`src/rtl/axi_bank_delay.sv`:
```
// axi_bank_delay
//   Page-aware latency gate for one AXI address channel (AR or AW). It sits
//   between an upstream master and a downstream slave. It keeps one open row
//   per bank and classifies each request as a row HIT, a row MISS or an EMPTY
//   bank. The handshake is then held off for a class-dependent number of
//   cycles, and saturating per-class statistics are kept.
//
//   Optional build macro: AXI_BANK_DELAY_REFRESH_EN adds a periodic refresh.
//   Each refresh closes all banks and blocks new classification for
//   REFRESH_STALL cycles.
//
// Ports
//   clk, rst        clock, synchronous active-high reset
//   in_valid/ready  upstream address handshake, in_addr request address
//   out_valid/ready downstream address handshake
//   busy            request in flight (WAIT or PASS)
//   last_class      class of last completed transfer: 0 none, 1 hit, 2 empty, 3 miss
//   *_count         saturating completed-transfer counters per class
module axi_bank_delay #(
    parameter int ADDR_WIDTH        = 16,
    parameter int PAGE_OFFSET_WIDTH = 6,
    parameter int BANK_BITS         = 2,
    parameter int DELAY_WIDTH       = 4,
    parameter int HIT_DELAY         = 2,
    parameter int EMPTY_DELAY       = 5,
    parameter int MISS_DELAY        = 8,
    parameter int STAT_WIDTH        = 16,
    parameter int REFRESH_PERIOD    = 256,
    parameter int REFRESH_STALL     = 4
) (
    input  logic                  clk,
    input  logic                  rst,
    input  logic                  in_valid,
    output logic                  in_ready,
    input  logic [ADDR_WIDTH-1:0] in_addr,
    output logic                  out_valid,
    input  logic                  out_ready,
    output logic                  busy,
    output logic [1:0]            last_class,
    output logic [STAT_WIDTH-1:0] hit_count,
    output logic [STAT_WIDTH-1:0] empty_count,
    output logic [STAT_WIDTH-1:0] miss_count
);
    localparam int NUM_BANKS = 2 ** BANK_BITS;
    localparam int ROW_W     = ADDR_WIDTH - PAGE_OFFSET_WIDTH - BANK_BITS;

    localparam logic [1:0] C_HIT   = 2'd1;
    localparam logic [1:0] C_EMPTY = 2'd2;
    localparam logic [1:0] C_MISS  = 2'd3;

    localparam logic [DELAY_WIDTH-1:0] D_HIT   = DELAY_WIDTH'(HIT_DELAY);
    localparam logic [DELAY_WIDTH-1:0] D_EMPTY = DELAY_WIDTH'(EMPTY_DELAY);
    localparam logic [DELAY_WIDTH-1:0] D_MISS  = DELAY_WIDTH'(MISS_DELAY);
    localparam logic [DELAY_WIDTH-1:0] D_ONE   = DELAY_WIDTH'(1);

    typedef enum logic [1:0] {S_IDLE, S_WAIT, S_PASS} state_t;

    state_t                  r_state, w_state_nxt;
    logic [DELAY_WIDTH-1:0]  r_cnt;
    logic [1:0]              r_class;
    logic [NUM_BANKS-1:0]    r_bank_vld;
    logic [ROW_W-1:0]        r_row [NUM_BANKS];
    logic [1:0]              r_last_class;
    logic [STAT_WIDTH-1:0]   r_hit_cnt, r_empty_cnt, r_miss_cnt;

    logic [BANK_BITS-1:0]    w_bank;
    logic [ROW_W-1:0]        w_row;
    logic [1:0]              w_class;
    logic [DELAY_WIDTH-1:0]  w_delay;
    logic                    w_load, w_commit, w_block;
    logic                    w_unused_addr;

    assign w_bank        = in_addr[PAGE_OFFSET_WIDTH +: BANK_BITS];
    assign w_row         = in_addr[ADDR_WIDTH-1 : PAGE_OFFSET_WIDTH+BANK_BITS];
    assign w_unused_addr = ^in_addr[PAGE_OFFSET_WIDTH-1:0];

`ifdef AXI_BANK_DELAY_REFRESH_EN
    localparam int RW = $clog2(REFRESH_PERIOD + 1);
    localparam int SW = $clog2(REFRESH_STALL + 1);

    logic [RW-1:0] r_ref_cnt;
    logic [SW-1:0] r_stall;
    logic          r_ref_pend;
    logic          w_wrap, w_ref_fire;

    assign w_wrap     = (r_ref_cnt == RW'(REFRESH_PERIOD - 1));
    // A refresh that lands in PASS is held pending until the request leaves PASS.
    assign w_ref_fire = (w_wrap || r_ref_pend) && (r_state != S_PASS);
    // The firing cycle itself is blocked too, so nothing classifies against the table being cleared.
    assign w_block    = w_ref_fire || (r_stall != '0);

    always_ff @(posedge clk) begin
        if (rst) begin
            r_ref_cnt  <= '0;
            r_ref_pend <= 1'b0;
            r_stall    <= '0;
        end else begin
            r_ref_cnt  <= w_wrap ? '0 : r_ref_cnt + RW'(1);
            if (w_ref_fire)  r_ref_pend <= 1'b0;
            else if (w_wrap) r_ref_pend <= 1'b1;
            if (w_ref_fire)           r_stall <= SW'(REFRESH_STALL);
            else if (r_stall != '0)   r_stall <= r_stall - SW'(1);
        end
    end
`else
    logic w_unused_ref;
    assign w_unused_ref = ^{32'(REFRESH_PERIOD), 32'(REFRESH_STALL)};
    assign w_block      = 1'b0;
`endif

    // Classification uses the table as committed by earlier handshakes only.
    always_comb begin
        w_class = C_EMPTY;
        if (r_bank_vld[w_bank])
            w_class = (r_row[w_bank] == w_row) ? C_HIT : C_MISS;
        case (w_class)
            C_HIT:   w_delay = D_HIT;
            C_MISS:  w_delay = D_MISS;
            default: w_delay = D_EMPTY;
        endcase
    end

    always_comb begin
        w_state_nxt = r_state;
        in_ready    = 1'b0;
        out_valid   = 1'b0;
        w_load      = 1'b0;
        w_commit    = 1'b0;
        case (r_state)
            S_IDLE: begin
                if (in_valid && !w_block) begin
                    w_load      = 1'b1;
                    w_state_nxt = (w_delay > D_ONE) ? S_WAIT : S_PASS;
                end
            end
            S_WAIT: begin
                if (!in_valid)          w_state_nxt = S_IDLE;
                else if (r_cnt <= D_ONE) w_state_nxt = S_PASS;
            end
            S_PASS: begin
                out_valid = in_valid;
                in_ready  = out_ready;
                if (!in_valid) begin
                    w_state_nxt = S_IDLE;
                end else if (out_ready) begin
                    w_commit    = 1'b1;
                    w_state_nxt = S_IDLE;
                end
            end
            default: w_state_nxt = S_IDLE;
        endcase
    end

    always_ff @(posedge clk) begin
        if (rst) begin
            r_state      <= S_IDLE;
            r_cnt        <= '0;
            r_class      <= '0;
            r_bank_vld   <= '0;
            r_last_class <= '0;
            r_hit_cnt    <= '0;
            r_empty_cnt  <= '0;
            r_miss_cnt   <= '0;
        end else begin
            r_state <= w_state_nxt;
            if (w_load) begin
                r_cnt   <= w_delay - D_ONE;
                r_class <= w_class;
            end else if (r_state == S_WAIT) begin
                r_cnt <= r_cnt - D_ONE;
            end
`ifdef AXI_BANK_DELAY_REFRESH_EN
            if (w_ref_fire) r_bank_vld <= '0;
`endif
            if (w_commit) begin
                r_bank_vld[w_bank] <= 1'b1;
                r_last_class       <= r_class;
                case (r_class)
                    C_HIT:   if (r_hit_cnt   != '1) r_hit_cnt   <= r_hit_cnt   + STAT_WIDTH'(1);
                    C_MISS:  if (r_miss_cnt  != '1) r_miss_cnt  <= r_miss_cnt  + STAT_WIDTH'(1);
                    default: if (r_empty_cnt != '1) r_empty_cnt <= r_empty_cnt + STAT_WIDTH'(1);
                endcase
            end
        end
    end

    // Row storage needs no reset; the bank valid bits qualify it.
    always_ff @(posedge clk) begin
        if (w_commit) r_row[w_bank] <= w_row;
    end

    assign busy        = (r_state != S_IDLE);
    assign last_class  = r_last_class;
    assign hit_count   = r_hit_cnt;
    assign empty_count = r_empty_cnt;
    assign miss_count  = r_miss_cnt;
endmodule

```
`config.mk`:
```
export PLATFORM = sky130hd
export DESIGN_NAME = axi_bank_delay
export DESIGN_NICKNAME = d
export VERILOG_FILES = /design/src/rtl/axi_bank_delay.sv
export SDC_FILE = /design/constraint.sdc
export NUM_CORES = 1
export LEC_CHECK = 0
export ABC_AREA = 1
export CORE_ASPECT_RATIO = 0.8
export CORE_MARGIN = 1
export CORE_UTILIZATION = 58
export DETAILED_ROUTE_END_ITERATION = 12
export GPL_TIMING_DRIVEN = 0
export PLACE_DENSITY = 0.85
export SLEW_MARGIN = 20
export SYNTH_ARGS = -nofsm -noshare
export SYNTH_HDL_FRONTEND = slang
export SYNTH_SLANG_ARGS = --single-unit
export TNS_END_PERCENT = 1
```
`constraint.sdc`:
```
create_clock -name clk -period 5.6 [get_ports clk]
set_clock_uncertainty 0.1 [all_clocks]
set_input_delay 1.4 -clock clk [delete_from_list [all_inputs] [get_ports clk]]
set_output_delay 1.4 -clock clk [all_outputs]
set_load 0.01 [all_outputs]
```
## Word level (Yosys, flattened, before mapping)

Memories as Yosys holds them, arrays and structs flattened.
Index checks and enable logic that the tools add are counted.

- $add $sub $neg: 5
- Magnitude comparators: 4
- Shift operators: 0
- Reduce and logical (&&, ||, !) cells: 9
- Eq/ne operators: 13
- Divide/modulo/power cells: 0
- Multiply operators: 0
- Bitwise logic cells: 2
- Mux-type cells: 25

Operators with widths:

| operator | number |
|---|---|
| 16-bit by 1-bit adder with 16-bit output, second input constant | 3 |
| 16-bit != test, second input constant | 3 |
| 2-bit two-way mux | 8 |
| 3-bit AND reduction | 4 |
| 1-bit two-way mux | 11 |
| 8-bit equality test | 1 |
| 4-bit two-way mux | 2 |
| 4-bit case mux with 2 select lines | 1 |
| 4-bit by 1-bit subtractor with 4-bit output, second input constant | 2 |
| 2-bit by 1-bit equality test with 1-bit output, second input constant | 3 |
| 2-bit equality test, second input constant | 3 |
| 3-bit != test, second input constant | 2 |
| 2-bit case mux with 3 select lines | 1 |
| 4-bit by 1-bit > comparator with 1-bit output, second input constant | 1 |
| 4-bit by 1-bit less-or-equal comparator with 1-bit output, second input constant | 1 |
| 4-bit bitwise OR | 1 |
| 2-bit nonzero test | 2 |
| 2-bit by 3-bit < comparator with 1-bit output, second input constant | 1 |
| 1-bit binary-select mux with 2-bit select | 1 |
| 1-bit demux with 2-bit select | 1 |
| 2-bit by 1-bit greater-or-equal comparator with 1-bit output, second input constant | 1 |
| 2-bit zero test | 1 |
| 2-bit != test, second input constant | 1 |
| 2-bit OR reduction | 1 |
| 2 further kinds | 2 |

- Output and inout bits: 53
- Bits in latches: 0
- Register bits after elaboration: 62
- Logic and storage cells: 67
- RAM bits: 32
- ROM bits: 0
- Memories: 1

Memories:

| memory | words | bits a word | read ports | clocked after Yosys merged registers in | write ports | line | RTL |
|---|---|---|---|---|---|---|---|
| r_row | 4 | 8 | 1 | 0 | 1 | 62 | `logic [ROW_W-1:0] r_row [NUM_BANKS];` |

## Longest topological paths before layout

Gate-level depths: netlist (run 1).
An unclocked memory read counts as a cell.

- Word-level depth: 10
- Gate-level depth with buffers: 14
- Mapped depth without buffers: 13

## Least setup slack after synthesis (run 1)

OpenSTA, ideal clock, no wires.

- Path kind: input-to-output
- Start point: input out_ready
- End point: output in_ready
- Data required time: 4100 ps
- Buffers on the path: 0
- Data arrival time: 1661 ps
- Path slack: 2439 ps
- Stages on the path: 2
- Cell sequence: inv_1 > nor2_1

- Longest elaborated chain between the ends: 1

Ends and longest elaborated chain:

| what | line | RTL |
|---|---|---|
| start: declaration | 37 | `input logic out_ready,` |
| 1-bit two-way mux | 129 | `case (r_state)` |
| end: declaration | 34 | `output logic in_ready,` |

Every way passes these cells.

## Final worst setup path (run 1)

- Start point: input in_valid
- End point: output out_valid

- Longest elaborated chain between the ends: 1

Ends and longest elaborated chain:

| what | line | RTL |
|---|---|---|
| start: declaration | 33 | `input logic in_valid,` |
| 1-bit two-way mux | 129 |  |
| end: declaration | 36 | `output logic out_valid,` |

Every way passes these cells.

==> impl_metrics.py, run 1 <==
metrics = {
    "cells_and_area": {
        "layout-drive-gt1-share_pct": 7.29,
        "nFillCells": 569,
        "stdcell_area_mm2": 0.00562,
        "syn_to_final_growth_pct": 21.3,
        "final_nets": 706,
        "num_antenna_cells": 0,
        "mostFrequentLayoutCells": "nand2_1, clkdlybuf4s50_1, inv_1",
        "final_common_cell": "nand2_1",
    },
    "pwr": {
        "pwr-share-clk_pct": 35.3,
        "pwr-share-seq_pct": 57.6,
        "max-vdd-ir-drop_mv": 0.131,
        "leakagePower_nw": 2.17,
        "p_per_area_mw_per_mm2": 221,
        "comb_power_share_pct": 7.1,
        "intPower_uw": 948,
        "p_sw_uw": 293,
        "p_sw_share_pct": 23.6,
    },
    "cts": {
        "post_cts_resized": 0,
        "cts_tree": "built",
        "post_cts_buffers": 0,
        "numCtsBuffers": 9,
        "path_clk_slew_ns": 0.08,
        "cts-root-buf": "clkbuf_8",
        "insertion_delay_ns": 0.36,
        "clockBufferDepth": 2,
        "htree_levels": 3,
        "clock_sinks": 94,
        "holdBufCountCts": 0,
    },
    "timing": {
        "fin_ws_ns": 1.25,
        "tns_ns": 0,
        "rsz0062_at_grt": "false",
        "worst_slew_pin_slew_ns": 0.895,
        "min_period_over_period_pct": 77.8,
        "setup_viol": 0,
        "period_needed_ns": 4.35,
        "slew_viol_final": 0,
        "relSlewSlack_pct": 40.1,
        "hold_viol": 0,
        "fmax_mhz": 230,
    },
    "place": {
        "place_area_mm2": 0.00543,
        "dp_slack_ns": 1.25,
        "hpwl_um": 7630,
        "routabilityCongestion": 0.953,
        "portBuffers": 66,
    },
    "global_route": {
        "grt_max_degree": 17,
        "grt_pass1_wl_um": 17600,
        "grt_antenna_before_repair": 0,
        "grt-ovfl-total": 0,
        "grt_pass1_vias": 3900,
        "grtUsageTotal_pct": 27.2,
    },
    "floorplanning": {
        "initial_core_util_pct": 61.2,
        "ios": 73,
        "die_y_um": 82.0,
        "core_area_mm2": 0.00757,
        "num_rows": 28,
        "dieArea_mm2": 0.00835,
        "dieWidth_um": 102,
    },
    "critical_path": {
        "cp_max_fo": 4,
        "worstReg2RegStart": "hit_count[1]",
        "critPathMaxStageDelay_ns": 0.58,
        "rr_worst_depth": 11,
        "endpoint_kind": "output pin",
        "worstPathArrival_ns": 2.85,
        "path_common_cell": "clkdlybuf4s50_1",
        "start_kind": "input pin",
        "slowest_stage": "clkdlybuf4s50_1",
        "cp.required_ns": 4.10,
        "path_cells": "clkdlybuf4s50_1 > inv_1 > nor2_1 > clkdlybuf4s50_1",
        "crit_path_start": "in_valid",
        "crit_type": "in2out",
    },
    "route": {
        "routed.top_layer": "met4",
        "ant_nets": 0,
        "drt-initial-drc-count": 158,
        "met3WireLength_um": 649,
        "wl_met2_um": 5050,
        "drc": 0,
        "firstDrtPassIters": 5,
        "drt-total-wl_um": 10700,
        "vias": 4191,
        "routedWlPerCell_um": 13.5,
        "via_per_inst": 5.30,
        "met1Wirelength_um": 4920,
    },
    "synthesis": {
        "syn_area_per_cell_um2": 7.67,
        "syn_nets": 629,
        "yosysUniqueCellTypes": 41,
        "ys_seq_elements": 94,
        "netlist_instances": 604,
        "synth_area_mm2": 0.00463,
        "yosysWarnings": 0,
        "ys_seq_area_share_pct": 47.5,
    },
    "run_status": {
        "outcome": "completed",
    },
    "hold_path": {
        "whs_path_depth": 1,
        "hold_class": "reg2reg",
        "hp-start": "r_bank_vld[0]",
    },
    "flow_run": {
        "maxCapViolations": 0,
    },
}
==> cells in the mapped netlist (all sizes together) <==
| master | n | share of area (%) |
|---|---|---|
| xor2 | 12 | 2.3 |
| nand4 | 8 | 1.1 |
| xnor2 | 7 | 1.3 |
| clkinv | 1 | 0.081 |
| clkbuf | 6 | 0.49 |
| a22oi | 1 | 0.16 |
| or2 | 1 | 0.14 |
| nor4 | 6 | 1.1 |
| a31o | 1 | 0.19 |
| buf | 7 | 1.1 |
| ha | 5 | 1.3 |
| mux2i | 1 | 0.22 |
| nor2 | 66 | 5.8 |
| nand2 | 196 | 16 |
| a31oi | 4 | 0.54 |
| nor3b | 2 | 0.43 |
| o31ai | 1 | 0.16 |
| a211oi | 1 | 0.16 |
| edfxtp | 32 | 21 |
| nor3 | 16 | 1.7 |
| nand3b | 5 | 0.81 |
| nand3 | 23 | 2.6 |
| and3 | 2 | 0.27 |
| dfxtp | 62 | 27 |
| inv | 67 | 5.4 |
| o21a | 4 | 0.65 |
| o21ai | 24 | 2.6 |
| a21oi | 41 | 5.2 |
| a21boi | 2 | 0.32 |
==> area by class of cell <==
| class | instances | area (um^2) | area share (%) |
|---|---|---|---|
| flip-flops and latches | 94 | 2200 | 39.2 |
| plain buffers | 13 | 71.3 | 1.27 |
| multi-input cells | 429 | 2110 | 37.5 |
| clock buffers | 10 | 128 | 2.27 |
| repair buffers | 66 | 661 | 11.7 |
| well taps | 105 | 131 | 2.34 |
| clock inverters | 6 | 63.8 | 1.13 |
| inverters | 68 | 255 | 4.54 |
==> metal layers <==
layer | global-route usage, % | up-vias
met5 | 0 | -
met4 | 7.86 | 0
met3 | 5.62 | 8
met2 | 46.4 | 132
met1 | 35.1 | 1930
li1 | - | 2121
==> worst max-delay path, delay by kind of cell <==
kind / cells / cell delay [ns]
buffers and inverters: 3 / 1.26
and+or+nand+nor: 1 / 0.19
==> through the flow <==
| step | utilization, % | std cells | total power [mW] | hold WS [ns] |
|---|---|---|---|---|
| final | 74.3 | 791 | 1.24 | 0.378 |
| after floorplan | - | 604 | 0.783 | 0.340 |
| after detailed placement | 71.8 | 775 | 0.817 | 0.361 |
| after global routing | 74.3 | 791 | 1.29 | 0.397 |
| after global placement | 71.7 | 775 | 0.812 | 0.348 |
| after CTS | 74.3 | 791 | 1.24 | 0.382 |
==> power groups by stage <==
stage                     Combinational, mW  Sequential, mW  Clock, mW
final                                0.0877           0.715      0.438
after global routing                 0.0979           0.715      0.473
after CTS                            0.0871           0.714      0.443
after detailed placement             0.0866           0.730          0
after global placement               0.0824           0.730          0
after floorplan                      0.0537           0.729          0
==> cells by family after synthesis <==
group	share of synthesized area, %
AOI/OAI and AO/OA	10.0
xor gates and xnor gates	3.59
adders and majority gates	1.35
buffers and inverters	7.05
DFF	47.5
muxes	0.216
and+or+nand+nor	30.3
==> sequential cells by signal, indices dropped and copies added (netlist names) <==
name and count:
empty_count 16, miss_count 16, r_row 32, r_state 2, last_class 2, hit_count 16, r_class 2, r_bank_vld 4
r_cnt 4
==> final timing paths <==
check | endpoint | slack, ns
hold reg to reg | r_bank_vld[0] | 0.38
setup / recovery | out_valid | 1.25
setup reg to reg | hit_count[9] | 3.48
hold / removal | r_bank_vld[0] | 0.38
(Power assumes the default switching activity.)
==> run 2: changes to the inputs <==
--- a/config.mk
+++ b/config.mk
@@ -8,10 +8,10 @@
 export ABC_AREA = 1
 export CORE_ASPECT_RATIO = 0.8
 export CORE_MARGIN = 1
-export CORE_UTILIZATION = 58
+export CORE_UTILIZATION = 49
 export DETAILED_ROUTE_END_ITERATION = 12
 export GPL_TIMING_DRIVEN = 0
-export PLACE_DENSITY = 0.85
+export PLACE_DENSITY = 0.77
 export SLEW_MARGIN = 20
 export SYNTH_ARGS = -nofsm -noshare
 export SYNTH_HDL_FRONTEND = slang
==> constraint.sdc (replaced) <==
create_clock -name clk -period 4 [get_ports clk]
set_clock_uncertainty 0.1 [all_clocks]
set_input_delay 1 -clock clk [delete_from_list [all_inputs] [get_ports clk]]
set_output_delay 1 -clock clk [all_outputs]
set_load 0.01 [all_outputs]
==> run 2 against run 1 <==
Critical path depth unchanged. Clock-buffer cell count is 1 higher. Critical path type unchanged. Largest power group unchanged. Total power is 68% higher. Largest cell class unchanged.
==> impl_metrics.py, run 2 (same netlist as run 1, synthesis figures left out) <==
metrics = {
    "floorplanning": {
        "ios": 73,
        "num_rows": 31,
        "dieArea_mm2": 0.00985,
        "core_area_mm2": 0.00911,
        "dieWidth_um": 111,
        "die_y_um": 89.0,
        "initial_core_util_pct": 50.8,
    },
    "pwr": {
        "leakagePower_nw": 2.23,
        "p_per_area_mw_per_mm2": 360,
        "max-vdd-ir-drop_mv": 0.234,
    },
    "place": {
        "hpwl_um": 7810,
        "portBuffers": 66,
        "routabilityCongestion": 0.865,
    },
    "cts": {
        "clockBufferDepth": 2,
        "cts-root-buf": "clkbuf_16",
        "htree_levels": 3,
        "insertion_delay_ns": 0.34,
        "clock_sinks": 94,
        "cts_tree": "built",
        "post_cts_resized": 0,
        "path_clk_slew_ns": 0.06,
        "post_cts_buffers": 0,
        "holdBufCountCts": 0,
        "numCtsBuffers": 9,
    },
    "critical_path": {
        "start_kind": "input pin",
        "reg2reg_slack_ns": 1.91,
        "cp.required_ns": 2.90,
        "cp_max_fo": 4,
        "worstPathArrival_ns": 2.42,
        "crit_type": "in2out",
        "endpoint_kind": "output pin",
    },
    "global_route": {
        "grtUsageTotal_pct": 22.9,
        "grt-ovfl-total": 0,
        "grt_pass1_wl_um": 18100,
        "grt_pass1_vias": 3947,
        "grt_max_degree": 16,
        "grt_antenna_before_repair": 0,
    },
    "cells_and_area": {
        "largest_reg_flops": 32,
        "final_common_cell": "nand2_1",
        "num_antenna_cells": 0,
        "layout-drive-gt1-share_pct": 7.43,
        "top_register": "r_row",
        "syn_to_final_growth_pct": 24.9,
        "mostFrequentLayoutCells": "nand2_1, clkdlybuf4s50_1, inv_1",
        "nFillCells": 783,
        "final_nets": 706,
    },
    "timing": {
        "fmax_mhz": 284,
        "min_period_over_period_pct": 88.1,
        "tns_ns": 0,
        "slew_viol_final": 0,
        "rsz0062_at_grt": "false",
        "hold_viol": 0,
        "period_needed_ns": 3.52,
        "relSlewSlack_pct": 38.7,
        "hold_slack_ns": 0.375,
        "setup_viol": 0,
        "worst_slew_pin_slew_ns": 0.915,
    },
    "hold_path": {
        "hold_class": "reg2reg",
    },
    "flow_run": {
        "maxCapViolations": 0,
    },
    "route": {
        "vias": 4187,
        "routedWlPerCell_um": 13.7,
        "ant_nets": 0,
        "firstDrtPassIters": 6,
        "drt-total-wl_um": 10900,
        "drt-initial-drc-count": 192,
        "drc": 0,
        "via_per_inst": 5.23,
    },
    "run_status": {
        "outcome": "completed",
    },
}
-- run 2: cell count changes in the layout (fill, tap and decap cells not counted), sizes merged --
cell | before | now
clkinv | 5 | 2
bufinv | 1 | 2
clkbuf | 16 | 17
clkinvlp | 1 | 2
-- run 2: metrics by stage --
| stage | util [%] | std cells | instance area [um^2] | worst slack [ns] | total power, mW |
|---|---|---|---|---|---|
| after global routing | 63.5 | 801 | 5790 | 0.408 | 2.15 |
| after CTS | 63.5 | 801 | 5790 | 0.469 | 2.10 |
| after detailed placement | 59.7 | 785 | 5440 | 0.469 | 1.14 |
| final | 63.5 | 801 | 5790 | 0.476 | 2.09 |
| after global placement | 59.7 | 785 | 5440 | 0.490 | 1.14 |
| after floorplan | - | 604 | 4630 | 1.60 | 1.10 |
-- run 2: path summary, 6_finish.rpt --
| check | start | endpoint | depth (start not counted) |
|---|---|---|---|
| setup / recovery | in_valid | out_valid | 4 |
| hold / removal | r_bank_vld[1] | r_bank_vld[1] | 2 |
| setup reg to reg | hit_count[0] | hit_count[10] | 11 |
| hold reg to reg | r_bank_vld[1] | r_bank_vld[1] | 2 |
-- run 2: final cells by class --
class                           count  area [um^2]  share of cell area, %
Multi-Input combinational cell    429         2110                   36.5
Sequential cell                    94         2200                   38.1
Clock inverter                      5         78.8                   1.36
Inverter                           68          255                   4.41
Buffer                             13         71.3                   1.23
Tap cell                          115          144                   2.49
Clock buffer                       11          264                   4.56
Timing Repair Buffer               66          661                   11.4
-- run 2: per-layer routing --
layer  GRT usage (%)  routed length (um)  share of wire, %
met1            29.0                4980                45
met2            39.0                5290                48
met3            5.15                 546               5.0
met4            8.61                 131               1.2
met5               0                   0                 0
-- run 2: critical path: stages --
cell and delay, ns:
clkdlybuf4s50_1 0.56, inv_1 0.10, nor2_1 0.19, clkdlybuf4s50_1 0.57
-- run 2: power by group --
group | total (mW) | internal [mW] | switching [mW]
Sequential | 1.00 | 0.994 | 0.00699
Combinational | 0.124 | 0.0459 | 0.0780
Clock | 0.961 | 0.600 | 0.360
